**src/rtl/cpu_pkg.sv**
```systemverilog
// Shared CPU core types for the writeback path.
// Holds the datapath width, register count, register address type
// and the writeback request record passed from producers to the register file.
package cpu_pkg;

  localparam int XW    = 32;
  localparam int NREGS = 32;

  typedef logic [4:0] regaddr_t;

  typedef struct packed {
    regaddr_t        rd;
    logic [XW-1:0]   data;
  } wb_req_t;

  // One-hot decode of a register address into a scoreboard-wide mask.
  function automatic logic [NREGS-1:0] reg_onehot(input regaddr_t r);
    logic [NREGS-1:0] one;
    one = {{(NREGS-1){1'b0}}, 1'b1};
    return one << r;
  endfunction

endpackage

```
**src/rtl/wb_scoreboard_if.sv**
```systemverilog
// Bundle of issue-check, result-producer and register-file-write signals.
// The slave side is the writeback/scoreboard unit; the master side drives
// issue traffic and results and observes the write port and scoreboard.
interface wb_scoreboard_if;
  import cpu_pkg::*;

  // issue side
  logic             issue_vld_ip;
  regaddr_t         issue_rd_ip;
  regaddr_t         chk_rs1_ip;
  regaddr_t         chk_rs2_ip;
  regaddr_t         chk_rd_ip;
  logic             stall_op;

  // ALU result stream (valid/ready)
  logic             alu_vld_ip;
  logic             alu_rdy_op;
  regaddr_t         alu_rd_ip;
  logic [XW-1:0]    alu_data_ip;

  // load result stream (always accepted)
  logic             lsu_vld_ip;
  regaddr_t         lsu_rd_ip;
  logic [XW-1:0]    lsu_data_ip;

  // register file write port and status
  logic             wr_en_op;
  regaddr_t         wr_addr_op;
  logic [XW-1:0]    wr_data_op;
  logic [NREGS-1:0] busy_op;
  logic             err_op;

  modport master (
    output issue_vld_ip, issue_rd_ip, chk_rs1_ip, chk_rs2_ip, chk_rd_ip,
    output alu_vld_ip, alu_rd_ip, alu_data_ip,
    output lsu_vld_ip, lsu_rd_ip, lsu_data_ip,
    input  stall_op, alu_rdy_op, wr_en_op, wr_addr_op, wr_data_op, busy_op, err_op
  );

  modport slave (
    input  issue_vld_ip, issue_rd_ip, chk_rs1_ip, chk_rs2_ip, chk_rd_ip,
    input  alu_vld_ip, alu_rd_ip, alu_data_ip,
    input  lsu_vld_ip, lsu_rd_ip, lsu_data_ip,
    output stall_op, alu_rdy_op, wr_en_op, wr_addr_op, wr_data_op, busy_op, err_op
  );

endinterface

```
**src/rtl/wb_skid.sv**
```systemverilog
// One-entry hold buffer for an ALU result displaced by a load.
// Latency: loaded entry is visible the cycle after load, cleared the cycle after drain.
// Backpressure: the owner must not load while full; load takes precedence over drain.
module wb_skid
  import cpu_pkg::*;
(
  input  logic    clk,
  input  logic    rst,
  input  logic    load,
  input  logic    drain,
  input  wb_req_t d,
  output logic    vld,
  output wb_req_t q
);

  // Occupancy flag: set on load, cleared on drain or reset.
  always_ff @(posedge clk) begin
    if (rst) begin
      vld <= 1'b0;
    end else if (load) begin
      vld <= 1'b1;
    end else if (drain) begin
      vld <= 1'b0;
    end
  end

  // Payload capture; only meaningful while vld is set.
  always_ff @(posedge clk) begin
    if (rst) begin
      q <= '0;
    end else if (load) begin
      q <= d;
    end
  end

endmodule

```
**src/rtl/wb_scoreboard.sv**
```systemverilog
// Writeback arbiter (LSU > held ALU > new ALU) feeding a registered regfile write port, plus busy scoreboard.
// Latency: selected result appears on wr_* one cycle later; displaced ALU result at least two cycles later.
// Backpressure: ALU sees alu_rdy_op low while the hold entry is occupied; LSU is never stalled.
module wb_scoreboard #(
  parameter int XW = cpu_pkg::XW
) (
  input logic            clk,
  input logic            rst,
  wb_scoreboard_if.slave bus
);
  import cpu_pkg::*;

  // hold buffer
  logic     hold_vld;
  wb_req_t  hold_req;
  logic     hold_load;
  logic     hold_drain;

  // arbitration
  wb_req_t  alu_req;
  wb_req_t  lsu_req;
  wb_req_t  sel_req;
  logic     sel_vld;
  logic     alu_acc;

  // write port register
  logic          wr_en_q;
  regaddr_t      wr_addr_q;
  logic [XW-1:0] wr_data_q;

  // scoreboard and error
  logic [NREGS-1:0] busy_q;
  logic [NREGS-1:0] busy_nxt;
  logic [NREGS-1:0] busy_set;
  logic [NREGS-1:0] busy_clr;
  logic             err_q;
  logic             err_nxt;

  assign alu_req = '{rd: bus.alu_rd_ip, data: bus.alu_data_ip};
  assign lsu_req = '{rd: bus.lsu_rd_ip, data: bus.lsu_data_ip};

  // A new ALU result is only taken when there is nowhere it could be stranded.
  assign bus.alu_rdy_op = ~hold_vld;
  assign alu_acc        = bus.alu_vld_ip & ~hold_vld;

  // Fixed-priority pick; an ALU result that loses to a load parks in the hold.
  always_comb begin
    sel_req    = alu_req;
    sel_vld    = 1'b0;
    hold_load  = 1'b0;
    hold_drain = 1'b0;
    if (bus.lsu_vld_ip) begin
      sel_req   = lsu_req;
      sel_vld   = 1'b1;
      hold_load = alu_acc;
    end else if (hold_vld) begin
      sel_req    = hold_req;
      sel_vld    = 1'b1;
      hold_drain = 1'b1;
    end else if (alu_acc) begin
      sel_req = alu_req;
      sel_vld = 1'b1;
    end
  end

  wb_skid u_skid (
    .clk   (clk),
    .rst   (rst),
    .load  (hold_load),
    .drain (hold_drain),
    .d     (alu_req),
    .vld   (hold_vld),
    .q     (hold_req)
  );

  // Register the selected request onto the write port; x0 writes are consumed silently.
  always_ff @(posedge clk) begin
    if (rst) begin
      wr_en_q   <= 1'b0;
      wr_addr_q <= '0;
      wr_data_q <= '0;
    end else begin
      wr_en_q <= sel_vld & (sel_req.rd != '0);
      if (sel_vld) begin
        wr_addr_q <= sel_req.rd;
        wr_data_q <= sel_req.data;
      end
    end
  end

  // Next scoreboard: clear on commit, then set on issue so a same-cycle reissue stays busy.
  always_comb begin
    busy_set = '0;
    busy_clr = '0;
    if (bus.issue_vld_ip && (bus.issue_rd_ip != '0)) begin
      busy_set = reg_onehot(bus.issue_rd_ip);
    end
    if (wr_en_q) begin
      busy_clr = reg_onehot(wr_addr_q);
    end
    busy_nxt    = (busy_q & ~busy_clr) | busy_set;
    busy_nxt[0] = 1'b0;
  end

  // Sticky protocol error: double issue to a busy register or an unexpected writeback.
  always_comb begin
    err_nxt = err_q;
    if (bus.issue_vld_ip && busy_q[bus.issue_rd_ip]) begin
      err_nxt = 1'b1;
    end
    if (sel_vld && (sel_req.rd != '0) && !busy_q[sel_req.rd]) begin
      err_nxt = 1'b1;
    end
  end

  // Scoreboard and error state registers.
  always_ff @(posedge clk) begin
    if (rst) begin
      busy_q <= '0;
      err_q  <= 1'b0;
    end else begin
      busy_q <= busy_nxt;
      err_q  <= err_nxt;
    end
  end

  // Reads in issue see the register file only after the commit edge, so stall on busy state.
  assign bus.stall_op = busy_q[bus.chk_rs1_ip] | busy_q[bus.chk_rs2_ip] | busy_q[bus.chk_rd_ip];

  assign bus.wr_en_op   = wr_en_q;
  assign bus.wr_addr_op = wr_addr_q;
  assign bus.wr_data_op = wr_data_q;
  assign bus.busy_op    = busy_q;
  assign bus.err_op     = err_q;

endmodule
```
**src/flat_wrapper.sv**
```systemverilog
// flat-port wrapper written by rule: the top's interface ports become plain ports
module wb_scoreboard_flat import cpu_pkg::*;
#(
  parameter int XW = cpu_pkg::XW
)
  (clk, rst, bus_issue_vld_ip, bus_issue_rd_ip, bus_chk_rs1_ip, bus_chk_rs2_ip, bus_chk_rd_ip, bus_alu_vld_ip, bus_alu_rd_ip, bus_alu_data_ip, bus_lsu_vld_ip, bus_lsu_rd_ip, bus_lsu_data_ip, bus_stall_op, bus_alu_rdy_op, bus_wr_en_op, bus_wr_addr_op, bus_wr_data_op, bus_busy_op, bus_err_op);
  wb_scoreboard_if bus_i ();
  input logic clk;
  input logic rst;
  input wire logic [$bits(bus_i.issue_vld_ip)-1:0] bus_issue_vld_ip;
  input wire logic [$bits(bus_i.issue_rd_ip)-1:0] bus_issue_rd_ip;
  input wire logic [$bits(bus_i.chk_rs1_ip)-1:0] bus_chk_rs1_ip;
  input wire logic [$bits(bus_i.chk_rs2_ip)-1:0] bus_chk_rs2_ip;
  input wire logic [$bits(bus_i.chk_rd_ip)-1:0] bus_chk_rd_ip;
  input wire logic [$bits(bus_i.alu_vld_ip)-1:0] bus_alu_vld_ip;
  input wire logic [$bits(bus_i.alu_rd_ip)-1:0] bus_alu_rd_ip;
  input wire logic [$bits(bus_i.alu_data_ip)-1:0] bus_alu_data_ip;
  input wire logic [$bits(bus_i.lsu_vld_ip)-1:0] bus_lsu_vld_ip;
  input wire logic [$bits(bus_i.lsu_rd_ip)-1:0] bus_lsu_rd_ip;
  input wire logic [$bits(bus_i.lsu_data_ip)-1:0] bus_lsu_data_ip;
  output wire logic [$bits(bus_i.stall_op)-1:0] bus_stall_op;
  output wire logic [$bits(bus_i.alu_rdy_op)-1:0] bus_alu_rdy_op;
  output wire logic [$bits(bus_i.wr_en_op)-1:0] bus_wr_en_op;
  output wire logic [$bits(bus_i.wr_addr_op)-1:0] bus_wr_addr_op;
  output wire logic [$bits(bus_i.wr_data_op)-1:0] bus_wr_data_op;
  output wire logic [$bits(bus_i.busy_op)-1:0] bus_busy_op;
  output wire logic [$bits(bus_i.err_op)-1:0] bus_err_op;
  assign bus_i.issue_vld_ip = bus_issue_vld_ip;
  assign bus_i.issue_rd_ip = bus_issue_rd_ip;
  assign bus_i.chk_rs1_ip = bus_chk_rs1_ip;
  assign bus_i.chk_rs2_ip = bus_chk_rs2_ip;
  assign bus_i.chk_rd_ip = bus_chk_rd_ip;
  assign bus_i.alu_vld_ip = bus_alu_vld_ip;
  assign bus_i.alu_rd_ip = bus_alu_rd_ip;
  assign bus_i.alu_data_ip = bus_alu_data_ip;
  assign bus_i.lsu_vld_ip = bus_lsu_vld_ip;
  assign bus_i.lsu_rd_ip = bus_lsu_rd_ip;
  assign bus_i.lsu_data_ip = bus_lsu_data_ip;
  assign bus_stall_op = bus_i.stall_op;
  assign bus_alu_rdy_op = bus_i.alu_rdy_op;
  assign bus_wr_en_op = bus_i.wr_en_op;
  assign bus_wr_addr_op = bus_i.wr_addr_op;
  assign bus_wr_data_op = bus_i.wr_data_op;
  assign bus_busy_op = bus_i.busy_op;
  assign bus_err_op = bus_i.err_op;
  wb_scoreboard #(.XW(XW)) u_core (.clk(clk), .rst(rst), .bus(bus_i));
endmodule
```
**config.mk**
```make
export PLATFORM = sky130hd
export DESIGN_NAME = wb_scoreboard_flat
export DESIGN_NICKNAME = d
export VERILOG_FILES = /design/src/rtl/cpu_pkg.sv /design/src/rtl/wb_scoreboard_if.sv /design/src/rtl/wb_skid.sv /design/src/rtl/wb_scoreboard.sv /design/src/flat_wrapper.sv
export SDC_FILE = /design/constraint.sdc
export NUM_CORES = 1
export LEC_CHECK = 0
export CAP_MARGIN = 20
export CORE_ASPECT_RATIO = 1.2
export CORE_UTILIZATION = 35
export CTS_CLUSTER_SIZE = 25
export DETAILED_ROUTE_END_ITERATION = 10
export RECOVER_POWER = 25
export SYNTH_ARGS = -nofsm -noshare
export SYNTH_HDL_FRONTEND = slang
export SYNTH_SLANG_ARGS = --single-unit
```
**constraint.sdc**
```tcl
create_clock -name clk -period 2 [get_ports clk]
set_input_delay 0.3 -clock clk [delete_from_list [all_inputs] [get_ports clk]]
set_output_delay 0.3 -clock clk [all_outputs]
set_load 0.01 [all_outputs]
```
=== Word level (Yosys, flattened, before mapping) ===
Index checks and enable logic that the tools add are counted.
W data, S select, Z words.

* Magnitude comparators: 5
* Shift operators: 2
* Muxes and demuxes: 24
* Bitwise gates (word level): 8
* Reductions and logical operators: 9

{| class="wikitable"
|+ Operators with widths
! operator !! count
|-
| $mux W37 || 2
|-
| $mux W32 || 2
|-
| $shl A1 B5 Y32 const A || 2
|-
| $and A32 B32 Y32 || 1
|-
| $not A32 Y32 || 1
|-
| $or A32 B32 Y32 || 1
|-
| $lt A5 B6 Y1 const B || 5
|-
| $bmux W1 S5 || 5
|-
| $mux W1 || 15
|-
| $reduce_bool A5 Y1 || 2
|-
| $logic_and A1 B1 Y1 || 4
|-
| $reduce_bool A2 Y1 || 2
|-
| $and A1 B1 Y1 || 2
|-
| $or A1 B1 Y1 || 2
|-
| $logic_not A1 Y1 || 1
|-
| $not A1 Y1 || 1
|}

* Flip-flop bits (word level): 109
* Input bits: 99

=== Logic depth before layout (Yosys ltp) ===
* Depth after elaboration: 8
* Mapped depth: 9
* Depth with buffers taken out: 7

=== Hierarchy ===
From an unflattened synthesis, not the netlist that was laid out.

* Cells, all modules: 701
* Area, all modules: 6112.1 um2

{| class="wikitable"
|+ Modules (own cells, without submodules)
! module !! instances !! cells an instance !! area an instance (um2) !! sequential area each (um2)
|-
| wb_scoreboard || 1 || 578 || 4750.8 || 1401.3
|-
| wb_skid || 1 || 123 || 1361.3 || 760.7
|}

=== Worst setup path before layout ===
No wires, ideal clock.

* Kind: input to output
* Start point: input port bus_chk_rs1_ip[1]
* End point: output port bus_stall_op
* Data arrival time: 1.805 ns
* Path slack: -0.105 ns
* Cell stages on the path: 7
* Cell sequence: clkbuf_1 -> mux2_2 -> nand2_1 -> o21ai_0 -> mux4_2 -> mux2i_1 -> o2111ai_1

* Cells in the longest elaborated chain, start to end: 4

{| class="wikitable"
|+ Ends and longest elaborated chain
! element !! RTL line !! RTL
|-
| from (decl) || flat_wrapper.sv:12 || <nowiki>input wire logic [$bits(bus_i.chk_rs1_ip)-1:0] bus_chk_rs1_ip;</nowiki>
|-
| $bmux W1 S5 || wb_scoreboard.sv:128 || <nowiki>assign bus.stall_op = busy_q[bus.chk_rs1_ip] | busy_q[bus.chk_rs2_ip] | busy_q[bus.chk_rd_ip];</nowiki>
|-
| $mux W1 (not written as such) || wb_scoreboard.sv:128 ||
|-
| $or A1 B1 Y1 (2 in a row) || wb_scoreboard.sv:128 ||
|-
| to (decl) || flat_wrapper.sv:21 || <nowiki>output wire logic [$bits(bus_i.stall_op)-1:0] bus_stall_op;</nowiki>
|}

Every way passes these cells. The select of a mux whose other input is x is not followed.

=== Final worst setup path ===
* Start point: input port bus_chk_rs1_ip[0]
* End point: output port bus_stall_op

The elaborated chain is that of the path after synthesis.

==> out/qor.txt <==
Failing checks - negative setup slack
Worst setup margin - -487 ps
Final setup TNS - -4830 ps
DR vias - 6488
CP arrival - 2190 ps
Skew-Pair Late Insertion Delay - 360 ps
Top Metal Used - met4
CTS Buf Count - 9
Fin util - 54.4%
Relative slew slack - 58.3%
CTS H-tree depth - 3
Drt drc - 0
Vias in the first global route - 6340
CTS Root Cell - clkbuf_16
Hold Crit Depth - 2
Maximum VDD drop - 0.000471 V
Antenna violations before repair - 0
Final nets - 1085
Core area - 0.0170 mm²
Hold buffer count at CTS - 0
Dpl cells - 1187
Placed cell area - 0.00880 mm²
Total power - 5.45 mW
Total gr overflow - 0
Pre-CTS WS - -1070 ps
WL per Instance - 18.5 µm
Syn_nets - 848
Worst-margin pin slew - 625 ps
Gpl congestion - 0.954
Post-DP HPWL - 16800 µm
Vert. Die Dim - 147 µm
R2R cell count - 9
Max Slew Vio Count - 0
Max FO, Critical Path - 4
Clock-pin slew on the worst setup and hold paths - 80 ps
Total Die Area - 0.0182 mm²
CTS tree - yes
Largest net degree at the start of global routing - 69
CTS Buffer Depth - 2
Commonest non-fill, non-tap cell in the layout - clkdlybuf4s50_1
Hold Crit Class - input port to register
Avg Cell Area, Syn - 8.24 µm²
First-pass GRT wire length - 34700 µm
Final Instance Area - 0.00928 mm²
Drt via density - 5.38
Worst setup SP type - input port
Hold Vio Cnt, Final - 0
Register bit count reported by yosys - 108
Clock Sinks - 108
Crit. End Element - primary output
Final setup viols - 33
Worst clock skew - 12.7 ps
P per Cell Area - 587 mW/mm²
Post-synth EDFFs - 0
All-Layer GR Usage - 25.2%
Initial Util - 36.2%
Drt first pass iters - 5
Syn Std Cell Area - 0.00617 mm²
Unrepaired setup endpoints after global routing - yes
Iteration-0 DRC Markers - 353
Worst Path Required - 1700 ps
Routed length on met3 - 1730 µm
WL met1 - 8950 µm
Period utilization - 124%
# rows - 52
Io pins - 172
Hold slack - 379 ps
Min cycle time layout - 2490 ps
Share of post-route cells with drive strength above 1 - 21.7%
Filler instances - 1618
Yosys cell types - 46
Register area share after synthesis - 35.0%
Static Leak - 3.53 nW
ANT nets after route - 0
Max Cap Viol - 0
Met2 WL - 10400 µm
Outcome - finished, violations left
Ys async rst share - 0%
IO Port Bufs - 170
Yosys warns - 0
Critical path type - input port to primary output
Area growth from synthesis to layout - 50.4%
Most frequent cells in the layout - clkdlybuf4s50_1 (157), a21oi_1 (138), nand2_1 (119)
Final Non-Filler Cells - 1207
Cells after synthesis - 749
Drt total wl - 22400 µm
Max Freq - 402 MHz
Main synth FF type - dfxtp_1
Die width - 123 µm
Inserted Diodes - 0
power by group:
group | switching (mW) | total (mW) | leakage (nW) | internal (mW)
combinational | 0.549 | 1.19 | 2.48 | 0.643
sequential | 0.0775 | 2.32 | 0.897 | 2.24
clock | 0.901 | 1.94 | 0.154 | 1.03
metal layers:
| layer | global-route usage (%) | vias to the layer above |
|---|---|---|
| li1 | - | 3120 |
| met1 | 30.7 | 3000 |
| met2 | 40.0 | 293 |
| met3 | 5.25 | 75 |
| met4 | 16.1 | 0 |
| met5 | 0 | - |
repair_timing:
item,in CTS,in global routing
buffers inserted,2,0
resized for setup,50,30
setup endpoints to repair,2,8
cloned,2,0
hold endpoints to repair,0,0
pin swaps,4,3
layout make-up:
| type | count | area (µm²) | share of cell area (%) |
|---|---|---|---|
| clock buffers | 10 | 239 | 2.57 |
| clock inverters | 6 | 77.6 | 0.836 |
| inverters | 3 | 11.3 | 0.121 |
| multi-input cells | 579 | 3760 | 40.5 |
| flip-flops and latches | 108 | 2210 | 23.8 |
| well taps | 216 | 270 | 2.91 |
| repair buffers | 285 | 2720 | 29.3 |
cells by family after synthesis:
group                  synth area share [%]
AOI/OAI and AO/OA                      17.2
buffers and inverters                  4.76
DFF                                    35.0
muxes                                  23.8
other                                0.0608
and+or+nand+nor                        19.2
critical path, cell delays in order:
cell and delay [ps]:
clkdlybuf4s15_2 220, bufbuf_16 260, mux4_2 470, mux4_2 460, mux2i_1 190, o2111ai_2 130
buf_2 160
cell usage after synthesis, types with 7 or more instances:
library cell	count	share of area (%)
dfxtp_1	108	35
nor2_1	113	6.9
clkbuf_1	29	1.8
nand2_1	120	7.3
mux4_2	26	9.5
a21oi_1	139	11
mux2i_1	50	8.1
buf_2	25	2.0
o21ai_0	38	3.1
mux4_1	8	3.4
nand3_1	7	0.57
nor2b_1	7	0.71
mux2_2	12	2.2
state kept, by name, summed over array words and instances, names as in the netlist:
signal / flops
u_core.bus.wr_data_op: 32
u_core.u_skid.q: 37
u_core.bus.wr_addr_op: 5
u_core.bus.err_op: 1
u_core.bus.busy_op: 31
u_core.u_skid.vld: 1
u_core.bus.wr_en_op: 1
path summary, 6_finish.rpt:
check / slack, ps / startpoint / to
worst max register to register: -310 / u_core.u_skid.vld$_SDFFE_PP0P_ / u_core.bus.wr_data_op[20]$_SDFFE_PP0P_
worst min-delay path: 380 / rst / u_core.bus.wr_data_op[29]$_SDFFE_PP0P_
worst min register to register: 460 / u_core.u_skid.q[1]$_SDFFE_PP0P_ / u_core.u_skid.q[1]$_SDFFE_PP0P_
worst max-delay path: -490 / bus_chk_rs1_ip[0] / bus_stall_op
Note: power is estimated with default switching activity, not from simulation.
